**src/rtl/sram_port_pkg.sv**
```systemverilog
// Shared types and constants for the per-node SRAM client ports.
package sram_port_pkg;

    localparam int ADDR_W_DEF = 16;
    localparam int DATA_W_DEF = 16;

    localparam int NODE_MASTER = 0;
    localparam int NODE_SLAVE1 = 1;
    localparam int NODE_SLAVE2 = 2;
    localparam int NODE_SLAVE3 = 3;
    localparam int NODE_SLAVE4 = 4;

    typedef enum logic [1:0] {
        IDLE      = 2'd0,
        WAIT_DONE = 2'd1,
        GAP       = 2'd2
    } state_e;

endpackage

```
**src/rtl/sram_client_port.sv**
```systemverilog
// CPU valid/ready front end for one node of the shared SRAM arbiter: holds a
// level request until req_done, returns a one-cycle response, then idles GAP_CYC cycles.
module sram_client_port
    import sram_port_pkg::*;
#(
    parameter int ADDR_W      = ADDR_W_DEF,
    parameter int DATA_W      = DATA_W_DEF,
    parameter int GAP_CYC     = 1,
    parameter int TIMEOUT_CYC = 64
) (
    input  logic              clk,
    input  logic              reset_ah,
    input  logic              cpu_req_valid,
    input  logic              cpu_req_we,
    input  logic [ADDR_W-1:0] cpu_req_addr,
    input  logic [DATA_W-1:0] cpu_req_wdata,
    output logic              cpu_req_ready,
    output logic              cpu_rsp_valid,
    output logic [DATA_W-1:0] cpu_rsp_rdata,
    output logic              cpu_rsp_err,
    output logic              read_req,
    output logic              write_req,
    output logic [ADDR_W-1:0] addr_out,
    output logic [DATA_W-1:0] data_out,
    input  logic              req_done,
    input  logic [DATA_W-1:0] sram_rdata
);

    state_e            state_q;
    logic              rd_q, wr_q;
    logic [ADDR_W-1:0] addr_q;
    logic [DATA_W-1:0] wdata_q;
    logic [DATA_W-1:0] rdata_q;
    logic              rsp_valid_q, rsp_err_q;
    logic [7:0]        tout_q;
    logic [3:0]        gap_q;

    always_ff @(posedge clk or posedge reset_ah) begin
        if (reset_ah) begin
            state_q     <= IDLE;
            rd_q        <= 1'b0;
            wr_q        <= 1'b0;
            addr_q      <= '0;
            wdata_q     <= '0;
            rdata_q     <= '0;
            rsp_valid_q <= 1'b0;
            rsp_err_q   <= 1'b0;
            tout_q      <= '0;
            gap_q       <= '0;
        end else begin
            rsp_valid_q <= 1'b0;
            rsp_err_q   <= 1'b0;
            case (state_q)
                IDLE: begin
                    if (cpu_req_valid) begin
                        addr_q  <= cpu_req_addr;
                        wdata_q <= cpu_req_wdata;
                        wr_q    <= cpu_req_we;
                        rd_q    <= ~cpu_req_we;
                        tout_q  <= '0;
                        state_q <= WAIT_DONE;
                    end
                end
                WAIT_DONE: begin
                    // done is checked first so a done on the timeout edge still completes normally
                    if (req_done) begin
                        if (rd_q) rdata_q <= sram_rdata;
                        rsp_valid_q <= 1'b1;
                        rd_q        <= 1'b0;
                        wr_q        <= 1'b0;
                        gap_q       <= 4'(GAP_CYC);
                        state_q     <= GAP;
                    end else if (tout_q == 8'(TIMEOUT_CYC - 1)) begin
                        rsp_valid_q <= 1'b1;
                        rsp_err_q   <= 1'b1;
                        rd_q        <= 1'b0;
                        wr_q        <= 1'b0;
                        gap_q       <= 4'(GAP_CYC);
                        state_q     <= GAP;
                    end else begin
                        tout_q <= tout_q + 8'd1;
                    end
                end
                GAP: begin
                    gap_q <= gap_q - 4'd1;
                    if (gap_q <= 4'd1) state_q <= IDLE;
                end
                default: state_q <= IDLE;
            endcase
        end
    end

    assign cpu_req_ready = (state_q == IDLE);
    assign cpu_rsp_valid = rsp_valid_q;
    assign cpu_rsp_err   = rsp_err_q;
    assign cpu_rsp_rdata = rdata_q;
    assign read_req      = rd_q;
    assign write_req     = wr_q;
    assign addr_out      = addr_q;
    assign data_out      = wdata_q;

endmodule
```
**config.mk**
```make
export PLATFORM = sky130hd
export DESIGN_NAME = sram_client_port
export DESIGN_NICKNAME = d
export VERILOG_FILES = /design/src/rtl/sram_port_pkg.sv /design/src/rtl/sram_client_port.sv
export SDC_FILE = /design/constraint.sdc
export NUM_CORES = 1
export LEC_CHECK = 0
export ABC_AREA = 1
export CAP_MARGIN = 20
export CORE_MARGIN = 2
export CORE_UTILIZATION = 30
export DETAILED_ROUTE_END_ITERATION = 8
export PLACE_DENSITY = 0.69
export SYNTH_ARGS = -nofsm -noshare
export SYNTH_HDL_FRONTEND = slang
export SYNTH_SLANG_ARGS = --single-unit
```
**constraint.sdc**
```tcl
create_clock -name clk -period 3.95 [get_ports clk]
set_clock_uncertainty 0.15 [all_clocks]
set_input_delay 0.5925 -clock clk [delete_from_list [all_inputs] [get_ports clk]]
set_output_delay 0.5925 -clock clk [all_outputs]
set_load 0.03 [all_outputs]
```
Word-level counts from Yosys, hierarchy flattened. Index checks and enable logic that the tools add are counted.

Bits of input ports: 53. Flip-flop bits (word level): 66. Output and inout port bits: 53.

$add $sub $neg: 2. Multiplexer cells: 23. Reduce and logical (&&, ||, !) cells: 9. Magnitude comparators: 1. Equality and inequality tests: 8. Bitwise gates (word level): 1.

Operators by type and width (count): $mux W8 (3); $pmux W8 S2 (1); $mux W1 (9); $reduce_and A3 Y1 (3); $add A8 B1 Y8 const B (1); $eq A8 B6 Y1 const B (1); $mux W2 (4); $mux W4 (2); $ne A2 B2 Y1 const B (4); $pmux W4 S2 (1); $pmux W2 S3 (1); $le A4 B1 Y1 const B (1); $pmux W1 S2 (2); $reduce_and A2 Y1 (2); $reduce_and A4 Y1 (1); $reduce_bool A2 Y1 (2); $sub A4 B1 Y4 const B (1); $ne A3 B3 Y1 const B (1); $eq A2 B1 Y1 const B (1); $eq A2 B2 Y1 const B (1); $logic_not A2 Y1 (1); $not A1 Y1 (1).

Longest topological paths before layout. Gate-level depths: netlist of the first run.

Depth in word-level cells: 4. Depth in mapped cells: 8. Depth with buffers taken out: 8.

Least setup slack after synthesis of the first run. Ideal clock, no wire load.

Kind: register to register. Start point: reg state_q[0]. End point: reg wr_q (netlist: write_req). Path slack: 2.416 ns. Cell stages (with the launch flop): 6. Clock period less this slack: 1.534 ns. Arrival: 1.266 ns. Setup time: 0.119 ns. Cell sequence: dfrtp_1 -> nor2_2 -> nand2_2 -> buf_4 -> nand3_1 -> nand2_1.

Cells in the longest elaborated chain, start to end: 3.

RTL lines: start: declaration (RTL line sram_client_port.sv:29) `state_e state_q;`; start signal: assignment (RTL line sram_client_port.sv:40) `state_q <= IDLE;`; start signal: assignment (RTL line sram_client_port.sv:61) `state_q <= WAIT_DONE;`; start signal: assignment (RTL line sram_client_port.sv:72) `state_q <= GAP;`; $logic_not A2 Y1 (*); named net cpu_req_ready (RTL line sram_client_port.sv:17) `output logic cpu_req_ready,`; $ne A2 B2 Y1 (no source line) / $reduce_bool A2 Y1 (equally long branches); $reduce_and A3 Y1 (no source line); end signal: assignment (RTL line sram_client_port.sv:58) `wr_q <= cpu_req_we;`; end: declaration (RTL line sram_client_port.sv:30) `logic rd_q, wr_q;`.

The timed path passes the listed nets; every way through them passes the cells marked *. A chain may end at the register's enable or synchronous reset.

Worst setup path after layout of the first run.
Start point: reg state_q[0]. End point: out cpu_req_ready.

Cells in the longest elaborated chain, start to end: 1.

RTL lines: $logic_not A2 Y1 (RTL line sram_client_port.sv:93) `assign cpu_req_ready = (state_q == IDLE);`; end: declaration (RTL line sram_client_port.sv:17).

No other way between the ends.

==> results.cfg, run 1 <==
[clocking]
post_cts_buffers = 0
numCtsBuffers = 9
htreeDepth = 3
clk_path_buf_depth = 2
cts_tree = yes
clk_latency_ps = 330
hold_buffers = 0
cts_resized = 0
clock_sinks = 66
clock-root-buffer = clkbuf_8
clkTransAtPathRegs_ps = 70

[floorplan]
core-area_mm2 = 0.00928
initial_core_util_pct = 31.1
fp.dieH_um = 102
rows = 35
ios = 106
dieArea_mm2 = 0.0104
fp.dieW_um = 102

[timing]
slew_violations = 0
fmax_mhz = 424
worstMarginPinSlew_ps = 539
relSlewSlack_pct = 64.0
hold_viol_final = 0
setup_viol = 0
min_period_ps = 2360
timing.hold.ws_ps = 331
setup_ws_ps = 1590
post-route-period-util_pct = 59.7
rsz0062_at_grt = no
setup-tns-final_ps = 0

[grt]
grt_max_degree = 42
grt-ovfl-total = 0
antenna_found_initial = 0
track_usage_pct = 13.0
grt_pass1_wl_um = 10700
grt_pass1_vias = 2398

[yosys]
netlist_instances = 333
synth_compound_area_share_pct = 4.03
ys_seq_area_share_pct = 57.2
ys_warn_count = 0
synth_fa_ha_area_share_pct = 1.30
synth_xor_area_share_pct = 0.607
synth_top_area_share_pct = 57.2
syn_nets = 389
synthDistinctLibCells = 27
synth-simple-area-share_pct = 29.7
synth-seq-cells = 66
synth_area_leaders = dfrtp_1 (57%), nand2_1 (20%), inv_1 (3.9%)
synth_top_family_by_area = simple AND/OR/NAND/NOR gates
syn_area_mm2 = 0.00289
synth.area.mux_share_pct = 0
synth_area_per_cell_um2 = 8.66
synth_top_area_cell = dfrtp_1

[run]
maxCapViolCount = 0

[layout]
fillers = 915
areaGrowthSynthToFinish_pct = 47.1
drive_gt1_share_pct = 6.74
antenna_cells = 0
final_cell_area_mm2 = 0.00425
nets = 497

[place]
io_buffers = 105
finalWeightedCongestion = 0.770
dp_hpwl_um = 4630
placed_area_mm2 = 0.00403
dp_slack_ps = 1640

[critical_path]
crit_arrival_ps = 1610
worst_path_max_delay_cell = clkdlybuf4s50_1
r2r_slack_ps = 2140
cp_max_fo = 3
cp.buffers_inverters = 1
path_cells = nor2_2, clkdlybuf4s50_1
rr_endpoint = data_out[1]$_DFFE_PP0P_
max_stage_delay_ps = 690
crit_type = reg2out
rr_worst_depth = 5
crit_family = buffers and inverters
setup.worst_path.end_class = output pin
crit-reg2reg-launch = state_q[0]$_DFFE_PP0P_
crit_path_start_kind = flip-flop
required_ps = 3210

[detailed_routing]
avgRoutedWirePerCell_um = 11.3
vias = 2397
drt_iter0_drc = 68
wirelength_um = 6500
drtAntennaViolNets = 0
drt_first_pass_iters = 4
routed_via_density = 4.18
route.detailed.drc = 0

[worst_hold_path]
hold_depth = 2
hold_path_startpoint = addr_out[13]$_DFFE_PP0P_
hold_class = reg2reg
hold_end = addr_out[13]$_DFFE_PP0P_

[power_and_ir_drop]
ir_worst_vdd_v = 0.000400
p_per_area_mw_per_mm2 = 820
p_leak_nw = 2.11

[status]
outcome = completed
## how the worst max path moves through the flow
| stage | startpoint | to | slack [ps] | cells past startpoint |
|---|---|---|---|---|
| 2_1_floorplan | reset_ah | addr_out[0]$_DFFE_PP0P_ | 1550 | 1 |
| 3_3_place_gp | cpu_req_valid | write_req$_DFFE_PP0P_ | 1700 | 5 |
| 3_5_place_dp | cpu_req_valid | data_out[1]$_DFFE_PP0P_ | 1640 | 5 |
| 4_1_cts | state_q[0]$_DFFE_PP0P_ | cpu_req_ready | 1560 | 2 |
| 5_1_grt | state_q[0]$_DFFE_PP0P_ | cpu_req_ready | 1530 | 2 |
| 6_report | state_q[0]$_DFFE_PP0P_ | cpu_req_ready | 1590 | 2 |
## worst min-delay path: cells and delay by family (launching register included)
family,cells,cell delay (ps)
flip-flops,1,340
AND/OR/NAND/NOR,2,100
## metal layers
| metal | global-route usage [%] | routed length, um | vias to the layer above |
|---|---|---|---|
| met5 | 0 | 0 | - |
| met4 | 5.03 | 82 | 0 |
| met3 | 4.10 | 421 | 9 |
| met2 | 21.7 | 3080 | 70 |
| met1 | 15.7 | 2910 | 1082 |
| li1 | - | - | 1236 |
## kinds of logic (layout without fill, tap and decap cells)
group	after synthesis	count (layout)
simple gates	198	198
flops	66	66
buf+inv	42	154
compound gates	22	22
fa+ha+maj	3	3
xor+xnor	2	2
## cell usage after synthesis
library cell,n
buf_4,1
nor2_4,1
nor3b_1,1
nor3_1,2
dfrtp_1,66
buf_2,4
nand2_4,3
nor2_1,13
nand3_4,2
xor2_1,1
o21ai_0,2
buf_6,5
nor2_8,1
inv_4,1
nand2_1,154
o21ai_1,16
nand2_2,2
nand3_1,16
o21bai_1,2
nor2_2,1
inv_1,30
nand4_1,2
o22ai_1,1
a21oi_1,1
ha_1,3
inv_2,1
xnor2_1,1
## power breakdown
group          internal [mW]  switching (mW)
sequential             0.970           0.179
combinational          0.678            1.04
clock                  0.368           0.250
total                   2.02            1.46
## sequential cells by signal (all words and copies together), names as in the netlist
name           flops
addr_out          16
state_q            2
gap_q              4
cpu_rsp_rdata     16
write_req          1
cpu_rsp_err        1
tout_q             8
cpu_rsp_valid      1
read_req           1
data_out          16
## layout make-up
type,instances,area (um2),share of cell area [%]
Multi-Input combinational cell,225,1030,24.2
Inverter,32,123,2.89
Tap cell,129,161,3.80
Timing Repair Buffer,107,1070,25.1
Clock inverter,5,78.8,1.86
Clock buffer,10,138,3.24
Sequential cell,66,1650,38.9
## cells in the final DEF (no fill, tap or decap), drive strengths merged
cell,count
a21oi,1
buf,2
bufinv,2
clkbuf,10
clkdlybuf4s50,105
clkinv,3
dfrtp,66
ha,3
inv,32
nand2,159
nand3,18
nand4,2
nor2,16
nor3,2
nor3b,1
o21ai,18
o21bai,2
o22ai,1
xnor2,1
xor2,1
## stage by stage
step / util [%] / power (mW) / instances
2_1_floorplan: - / 2.20 / 333
3_3_place_gp: 43.4 / 2.86 / 559
3_5_place_dp: 43.4 / 2.89 / 559
4_1_cts: 45.7 / 3.53 / 574
5_1_grt: 45.7 / 3.71 / 574
6_report: 45.7 / 3.48 / 574
No activity file was read; power rests on OpenSTA's default activity.
==> inputs of run 2 (changes only) <==
--- a/config.mk
+++ b/config.mk
@@ -10,7 +10,7 @@
 export CORE_MARGIN = 2
 export CORE_UTILIZATION = 30
 export DETAILED_ROUTE_END_ITERATION = 8
-export PLACE_DENSITY = 0.69
+export PLACE_DENSITY = 0.71
 export SYNTH_ARGS = -nofsm -noshare
 export SYNTH_HDL_FRONTEND = slang
 export SYNTH_SLANG_ARGS = --single-unit
==> constraint.sdc (replaced) <==
create_clock -name clk -period 2.1 [get_ports clk]
set_clock_uncertainty 0.15 [all_clocks]
set_input_delay 0.315 -clock clk [delete_from_list [all_inputs] [get_ports clk]]
set_output_delay 0.315 -clock clk [all_outputs]
set_load 0.03 [all_outputs]
==> run 2 against run 1 <==
Count of clock-buffer cells in the layout increased by 2. Via count is 2.5% higher. Hold slack got worse by 100 ps. Wire length up 3.9%. Critical path depth is 1 lower. Setup slack worse by 1400 ps. Register-to-register slack worse by 1600 ps. Critical endpoint is now read_req. Highest routed layer unchanged.
==> results.cfg, run 2 (synthesis gave the netlist of run 1 again) <==
[critical_path]
crit_type = reg2out
rr_endpoint = tout_q[4]$_DFFE_PP0P_
cp.buffers_inverters = 1
cp-startpoint = read_req$_DFFE_PP0P_
worst_path_max_delay_cell = clkdlybuf4s50_1
crit_path_start_kind = flip-flop
required_ps = 1630
setup.worst_path.end_class = output pin
path_cells = clkdlybuf4s50_1
rr_worst_depth = 8
crit_arrival_ps = 1450
crit-reg2reg-launch = tout_q[1]$_DFFE_PP0P_
endpoint = read_req
cp_max_fo = 3
max_stage_delay_ps = 700
crit_cells = 1
r2r_slack_ps = 560
crit_family = buffers and inverters

[place]
dp_slack_ps = 352
dp_hpwl_um = 4780
finalWeightedCongestion = 0.789
io_buffers = 105

[clocking]
clock-root-buffer = clkbuf_8
hold_buffers = 0
htreeDepth = 3
clock_sinks = 66
clkTransAtPathRegs_ps = 70
clk_path_buf_depth = 2
numCtsBuffers = 9
post_cts_buffers = 0
cts_tree = yes
clk_latency_ps = 330
cts_resized = 0

[status]
outcome = completed

[timing]
min_period_ps = 1920
rsz0062_at_grt = no
setup_viol = 0
setup_ws_ps = 182
timing.hold.ws_ps = 228
worstMarginPinSlew_ps = 528
setup-tns-final_ps = 0
post-route-period-util_pct = 91.3
relSlewSlack_pct = 64.7
hold_viol_final = 0
slew_violations = 0
fmax_mhz = 521

[floorplan]
core-area_mm2 = 0.00928
fp.dieW_um = 102
rows = 35
initial_core_util_pct = 31.1
ios = 106
dieArea_mm2 = 0.0104
fp.dieH_um = 102

[detailed_routing]
vias = 2457
drt_iter0_drc = 158
avgRoutedWirePerCell_um = 11.7
drtAntennaViolNets = 0
wirelength_um = 6750
routed_via_density = 4.26
route.detailed.drc = 0
drt_first_pass_iters = 4

[power_and_ir_drop]
ir_worst_vdd_v = 0.000733
p_leak_nw = 2.16
p_per_area_mw_per_mm2 = 1580

[layout]
antenna_cells = 0
mostFrequentLayoutCell = nand2_1
final_cell_mix = nand2_1 (154), clkdlybuf4s50_1 (104), dfrtp_1 (66), inv_1 (29)
fin_util_pct = 47.0
drive_gt1_share_pct = 7.37
nets = 499
areaGrowthSynthToFinish_pct = 51.1

[grt]
track_usage_pct = 13.7
grt_max_degree = 34
grt-ovfl-total = 0
antenna_found_initial = 0
grt_pass1_vias = 2446
grt_pass1_wl_um = 11100

[worst_hold_path]
hold_class = in2async

[run]
maxCapViolCount = 0
## run 2: cell types whose count changed in the layout (fill, tap and decap cells not counted), sizes merged
cell	previous run	this run
buf	2	4
clkinvlp	0	1
inv	32	31
dlymetal6s2s	0	1
clkdlybuf4s50	105	104
bufinv	2	4
clkinv	3	0
clkbuf	10	12
## run 2: power breakdown
part	internal, mW	switching [mW]	total (mW)
Sequential	1.82	0.326	2.15
Combinational	1.29	1.98	3.27
Clock	1.01	0.484	1.49
## run 2: final cells by class
type | instances | area [um2]
Clock inverter | 4 | 120
Sequential cell | 66 | 1650
Tap cell | 129 | 161
Clock buffer | 12 | 165
Inverter | 32 | 126
Fill cell | 906 | 4920
Multi-Input combinational cell | 225 | 1030
Timing Repair Buffer | 109 | 1110
## run 2: how the worst min path moves through the flow
stage / start / to
6_report: reset_ah / addr_out[1]$_DFFE_PP0P_
5_1_grt: reset_ah / addr_out[1]$_DFFE_PP0P_
4_1_cts: reset_ah / addr_out[1]$_DFFE_PP0P_
3_5_place_dp: data_out[12]$_DFFE_PP0P_ / data_out[12]$_DFFE_PP0P_
3_3_place_gp: data_out[11]$_DFFE_PP0P_ / data_out[11]$_DFFE_PP0P_
2_1_floorplan: req_done / cpu_rsp_err$_DFF_PP0_
## run 2: layer usage
| metal | GRT usage (%) | up-vias | part of all wire [%] |
|---|---|---|---|
| met5 | 0 | - | 0 |
| met1 | 16.8 | 1134 | 44 |
| li1 | - | 1243 | - |
| met4 | 3.90 | 0 | 0.93 |
| met2 | 21.9 | 74 | 48 |
| met3 | 5.95 | 6 | 7.0 |
## run 2: through the flow
stage | power, mW | cell area (um2) | instances
finish | 6.91 | 4360 | 577
global route | 7.35 | 4360 | 577
CTS | 6.99 | 4360 | 577
detailed placement | 5.45 | 4070 | 561
global placement | 5.39 | 4070 | 561
floorplan | 4.13 | 2890 | 333
